<file path="src/rtl/adder_rr_arbiter.sv">
// Round-robin sequencer sharing one LAT-cycle adder among four requesters; one op in flight.
// Grant one cycle after accept edge, rsp_valid LAT cycles later; requests wait (level-sampled) while busy.
module adder_rr_arbiter #(
    parameter int W   = 8,
    parameter int LAT = 2
) (
    input  logic           clk,
    input  logic           rst,
    input  logic [3:0]     req,
    input  logic [4*W-1:0] req_a,
    input  logic [4*W-1:0] req_b,
    input  logic [3:0]     req_cin,
    output logic [3:0]     grant,
    output logic           busy,
    output logic [W-1:0]   add_a,
    output logic [W-1:0]   add_b,
    output logic           add_cin,
    input  logic [W-1:0]   add_sum,
    input  logic           add_carry,
    output logic           rsp_valid,
    output logic [1:0]     rsp_id,
    output logic [W-1:0]   rsp_sum,
    output logic           rsp_carry
);

    typedef enum logic [1:0] {S_IDLE, S_BUSY, S_DONE} state_t;

    localparam logic [3:0] CNT_LAST = 4'(LAT - 1);

    state_t         state_q, state_d;
    logic [1:0]     last_q, last_d;
    logic [3:0]     cnt_q, cnt_d;
    logic [W-1:0]   opa_q, opa_d, opb_q, opb_d;
    logic           opc_q, opc_d;
    logic [3:0]     grant_q, grant_d;
    logic           rsp_valid_q, rsp_valid_d;
    logic [1:0]     rsp_id_q, rsp_id_d;
    logic [W-1:0]   rsp_sum_q, rsp_sum_d;
    logic           rsp_carry_q, rsp_carry_d;

    logic [1:0]     win, idx;
    logic           found;
    logic [W-1:0]   win_a, win_b;
    logic           win_c;

    // Search starts just past the last winner so it ends up lowest priority.
    always_comb begin
        win   = last_q;
        idx   = '0;
        found = 1'b0;
        for (int k = 1; k <= 4; k++) begin
            idx = last_q + 2'(k);
            if (!found && req[idx]) begin
                win   = idx;
                found = 1'b1;
            end
        end
    end

    always_comb begin
        win_a = '0;
        win_b = '0;
        win_c = 1'b0;
        for (int i = 0; i < 4; i++) begin
            if (win == 2'(i)) begin
                win_a = req_a[i*W +: W];
                win_b = req_b[i*W +: W];
                win_c = req_cin[i];
            end
        end
    end

    always_comb begin
        state_d     = state_q;
        last_d      = last_q;
        cnt_d       = cnt_q;
        opa_d       = opa_q;
        opb_d       = opb_q;
        opc_d       = opc_q;
        grant_d     = 4'b0000;
        rsp_valid_d = 1'b0;
        rsp_id_d    = rsp_id_q;
        rsp_sum_d   = rsp_sum_q;
        rsp_carry_d = rsp_carry_q;
        case (state_q)
            S_IDLE: begin
                if (found) begin
                    state_d  = S_BUSY;
                    last_d   = win;
                    opa_d    = win_a;
                    opb_d    = win_b;
                    opc_d    = win_c;
                    grant_d  = 4'b0001 << win;
                    rsp_id_d = win;
                    cnt_d    = 4'd0;
                end
            end
            S_BUSY: begin
                if (cnt_q == CNT_LAST) begin
                    rsp_sum_d   = add_sum;
                    rsp_carry_d = add_carry;
                    rsp_valid_d = 1'b1;
                    state_d     = S_DONE;
                end else begin
                    cnt_d = cnt_q + 4'd1;
                end
            end
            S_DONE:  state_d = S_IDLE;
            default: state_d = S_IDLE;
        endcase
    end

    always_ff @(posedge clk or posedge rst) begin
        if (rst) begin
            state_q     <= S_IDLE;
            last_q      <= 2'd3;
            cnt_q       <= 4'd0;
            opa_q       <= '0;
            opb_q       <= '0;
            opc_q       <= 1'b0;
            grant_q     <= 4'b0000;
            rsp_valid_q <= 1'b0;
            rsp_id_q    <= 2'd0;
            rsp_sum_q   <= '0;
            rsp_carry_q <= 1'b0;
        end else begin
            state_q     <= state_d;
            last_q      <= last_d;
            cnt_q       <= cnt_d;
            opa_q       <= opa_d;
            opb_q       <= opb_d;
            opc_q       <= opc_d;
            grant_q     <= grant_d;
            rsp_valid_q <= rsp_valid_d;
            rsp_id_q    <= rsp_id_d;
            rsp_sum_q   <= rsp_sum_d;
            rsp_carry_q <= rsp_carry_d;
        end
    end

    assign grant     = grant_q;
    assign busy      = (state_q != S_IDLE);
    assign add_a     = opa_q;
    assign add_b     = opb_q;
    assign add_cin   = opc_q;
    assign rsp_valid = rsp_valid_q;
    assign rsp_id    = rsp_id_q;
    assign rsp_sum   = rsp_sum_q;
    assign rsp_carry = rsp_carry_q;

endmodule

</file>
<file path="config.mk">
export PLATFORM = sky130hd
export DESIGN_NAME = adder_rr_arbiter
export DESIGN_NICKNAME = d
export VERILOG_FILES = /design/src/rtl/adder_rr_arbiter.sv
export SDC_FILE = /design/constraint.sdc
export NUM_CORES = 1
export LEC_CHECK = 0
export CAP_MARGIN = 20
export CORE_UTILIZATION = 42
export DETAILED_ROUTE_END_ITERATION = 8
export PLACE_DENSITY = 0.85
export SLEW_MARGIN = 20
export SYNTH_ARGS = -nofsm -noshare
export SYNTH_HDL_FRONTEND = slang
export SYNTH_SLANG_ARGS = --single-unit
export TNS_END_PERCENT = 100
</file>
<file path="constraint.sdc">
create_clock -name clk -period 4.4 [get_ports clk]
set_input_delay 0.88 -clock clk [delete_from_list [all_inputs] [get_ports clk]]
set_output_delay 0.88 -clock clk [all_outputs]
set_load 0.05 [all_outputs]
</file>
==> impl_results.md <==
* Post-CTS Resized at 0
* Die H at 73.60 um
* Max Cap Viol at 0
* IO buf count at 116
* Final WL at 6415 um
* Most common cell after layout, fill and taps aside: clkdlybuf4s50_1
* Total core area at 4817 sq um
* FF+latch count, synth at 41
* Gpl congestion at 0.8463
* Area delta synth->final at 61.01%
* CP Buf/Inv Count at 1
* Syn_nets at 299
* Post-route DRC at 0
* Post-route insts no fill at 393
* Cells along the critical path: or2_0, clkdlybuf4s50_1
* Largest net degree at the start of global routing at 33
* Final ANT Viol Nets at 0
* Instance count on the critical path at 2
* Max Freq at 377.8 MHz
* Required @ worst endpoint at 3.52 ns
* Buffer count from post-CTS setup fixing at 0
* Final Hold Viols at 0
* Grt ovf at 0
* DR iter-0 viols at 139
* CTS H-tree lvls at 2
* Total number of vias at 2,152
* Final nets at 410
* Worst Max-Slew Pin Slew at 0.9475 ns
* Worst r2r path cells at 4
* Die ar. at 5417 sq um
* HPWL Detailed at 4841 um
* Maximum VDD drop at 0.3923 mV
* Worst Path Max Fanout at 4
* Placed insts at 385
* First-pass GRT wire length at 9680 um
* Crit-path leading delay family: buffers and inverters
* PwrDens at 750.6 nW/um^2
* Initial Utilization at 44.70%
* Row cnt at 25
* CTS tree: done
* Crit path launch type: flop
* Crit end category: primary output
* Sum Neg Setup Slack at 0 ns
* Share of cells above drive strength 1 at 8.589%
* Synth Cell Area at 2153 sq um
* GR Util All Layers at 23.74%
* Pre-antenna DRT Iters at 5
* Hold-fix buffers at CTS at 0
* Hold path cells at 2
* Pins Over Slew Limit at 0
* Sink Count at 41
* CTS Root Cell: clkbuf_8
* Post-synth cell types at 40
* Commonest non-fill, non-tap cells in the layout: 116 x clkdlybuf4s50_1, 39 x dfrtp_1, 21 x nand2_1, 17 x and3_1
* Unrepaired setup endpoints after global routing: false
* Final worst path period share at 60.16%
* Tmin final at 2.647 ns
* Antenna violations before repair at 0
* I/O pin count at 117
* Worst-Skew Late Latency at 0.30 ns
* Die Span X at 73.60 um
* Filler cell count at 397
* Syn avg cell area at 10.06 sq um
* Wire per inst at 16.32 um
* Crit path largest cell delay at 0.85 ns
* Synthesis Warnings at 0
* Clock transition at the registers of the reported paths at 0.08 ns
* Sequential fraction of the synthesis area at 47.76%
* Critical setup path kind: reg -> out
* Deepest clock path buffer count at 2
* Max-slew headroom at 36.83%
* # setup viols final at 0
* Clock Skews at 0.01006 ns
* Worst min path class: reg -> reg
* Hold Slack at 0.4788 ns
* Worst-path cell with the longest stage delay: clkdlybuf4s50_1
* Synth Instances at 214
* Vias in the first global route at 2,038
* ANT cells at 0
* Outcome: finished, final reports clean
* Critical Path AT at 1.77 ns
* Clock buffer count from CTS at 5
* Leakage at 1.410 nW
* DR vias/cell at 5.476
## power by group
| group | total [W] | internal, W | switching (W) |
|---|---|---|---|
| Sequential | 0.000659 | 0.000560 | 0.0000987 |
| Combinational | 0.00164 | 0.000603 | 0.00104 |
| Clock | 0.000301 | 0.000170 | 0.000130 |
| Total | 0.00260 | 0.00133 | 0.00127 |
## sequential cells by signal, summed over array words and instances (netlist names)
| signal | flops |
|---|---|
| cnt_q | 4 |
| rsp_valid | 1 |
| state_q | 2 |
| grant | 4 |
| add_b | 8 |
| rsp_sum | 8 |
| last_q | 2 |
| add_cin | 1 |
| rsp_carry | 1 |
| rsp_id | 2 |
| add_a | 8 |
## tightest hold or removal path, cell delays in order, from the launching register on
cell and delay, ns:
dfrtp_1 0.35, nand2_1 0.05, o31ai_1 0.05
## path summary, 6_finish.rpt
| check | startpoint | endpoint | slack [ns] |
|---|---|---|---|
| worst max-delay path | state_q[0] | busy | 1.75 |
| worst min-delay path | add_b[0] | add_b[0] | 0.48 |
| worst max register to register | state_q[1] | add_a[6] | 2.32 |
| worst min register to register | add_b[0] | add_b[0] | 0.48 |
| max in group asynchronous | rst | add_a[6] | 2.81 |
| min in group asynchronous | rst | grant[3] | 0.96 |
## final cells by class
type	instances	area (sq um)	share of cell area (%)
clock buffers	6	72.57	2.093
flip-flops and latches	41	1028	29.66
clock inverters	2	38.79	1.119
inverters	5	18.77	0.5413
well taps	67	83.83	2.418
repair buffers	122	1206	34.79
multi-input cells	150	1018	29.38
## per-layer routing
| layer | GRT usage [%] | up-vias | routed length, um |
|---|---|---|---|
| li1 | - | 1028 | - |
| met1 | 33.69 | 1026 | 2752 |
| met2 | 36.19 | 83 | 3109 |
| met3 | 3.292 | 15 | 392 |
| met4 | 10.47 | 0 | 161 |
| met5 | 0 | - | 0 |
## kinds of logic (layout without fill, tap and decap cells)
group	count (synthesis)	count (layout)	synth area share (%)
AOI/OAI and AO/OA	69	69	23.94
and+or+nand+nor	68	68	16.62
DFF	41	41	47.76
buffers and inverters	23	135	4.939
muxes	10	10	5.172
adders and majority gates	2	2	1.162
xor gates and xnor gates	1	1	0.4068
## cell usage after synthesis
master,count,area share [%]
o21a_1,1,0.35
or2_0,1,0.29
inv_1,5,0.87
and4b_1,2,0.93
nand3_1,2,0.46
nand2_1,21,3.7
clkbuf_1,7,1.2
xnor2_1,1,0.41
buf_6,1,0.52
or4b_1,1,0.46
buf_2,7,1.6
dfstp_2,2,2.4
mux2i_1,1,0.46
o21ai_1,1,0.23
nor3_1,5,1.2
ha_1,2,1.2
a21boi_0,2,0.70
a21oi_1,5,1.2
a211oi_2,1,0.58
dfrtp_1,39,45
buf_1,2,0.35
a41oi_1,2,0.81
a211o_1,2,0.81
a211oi_1,15,5.2
o32ai_1,15,6.1
nor2_1,8,1.4
nand4_1,1,0.29
o22ai_1,2,0.58
buf_4,1,0.35
nor2_2,1,0.29
o21ai_0,6,1.4
mux2_2,9,4.7
nand2b_1,4,1.2
o211ai_1,1,0.35
a21oi_2,1,0.41
nor3b_1,2,0.70
o31ai_1,15,5.2
and2_1,1,0.29
and3_1,17,4.9
nor2b_1,2,0.58
## through the flow
stage | util, % | total power (W) | setup WS (ns) | cell area, sq um
after floorplan | - | 0.001793 | 2.250 | 2153
after global placement | 69.66 | 0.002279 | 1.551 | 3356
after detailed placement | 69.66 | 0.002313 | 1.482 | 3356
after CTS | 71.97 | 0.002618 | 1.734 | 3467
after global routing | 71.97 | 0.002753 | 1.555 | 3467
final | 71.97 | 0.002602 | 1.753 | 3467
Note: power is estimated with default switching activity, not from simulation.
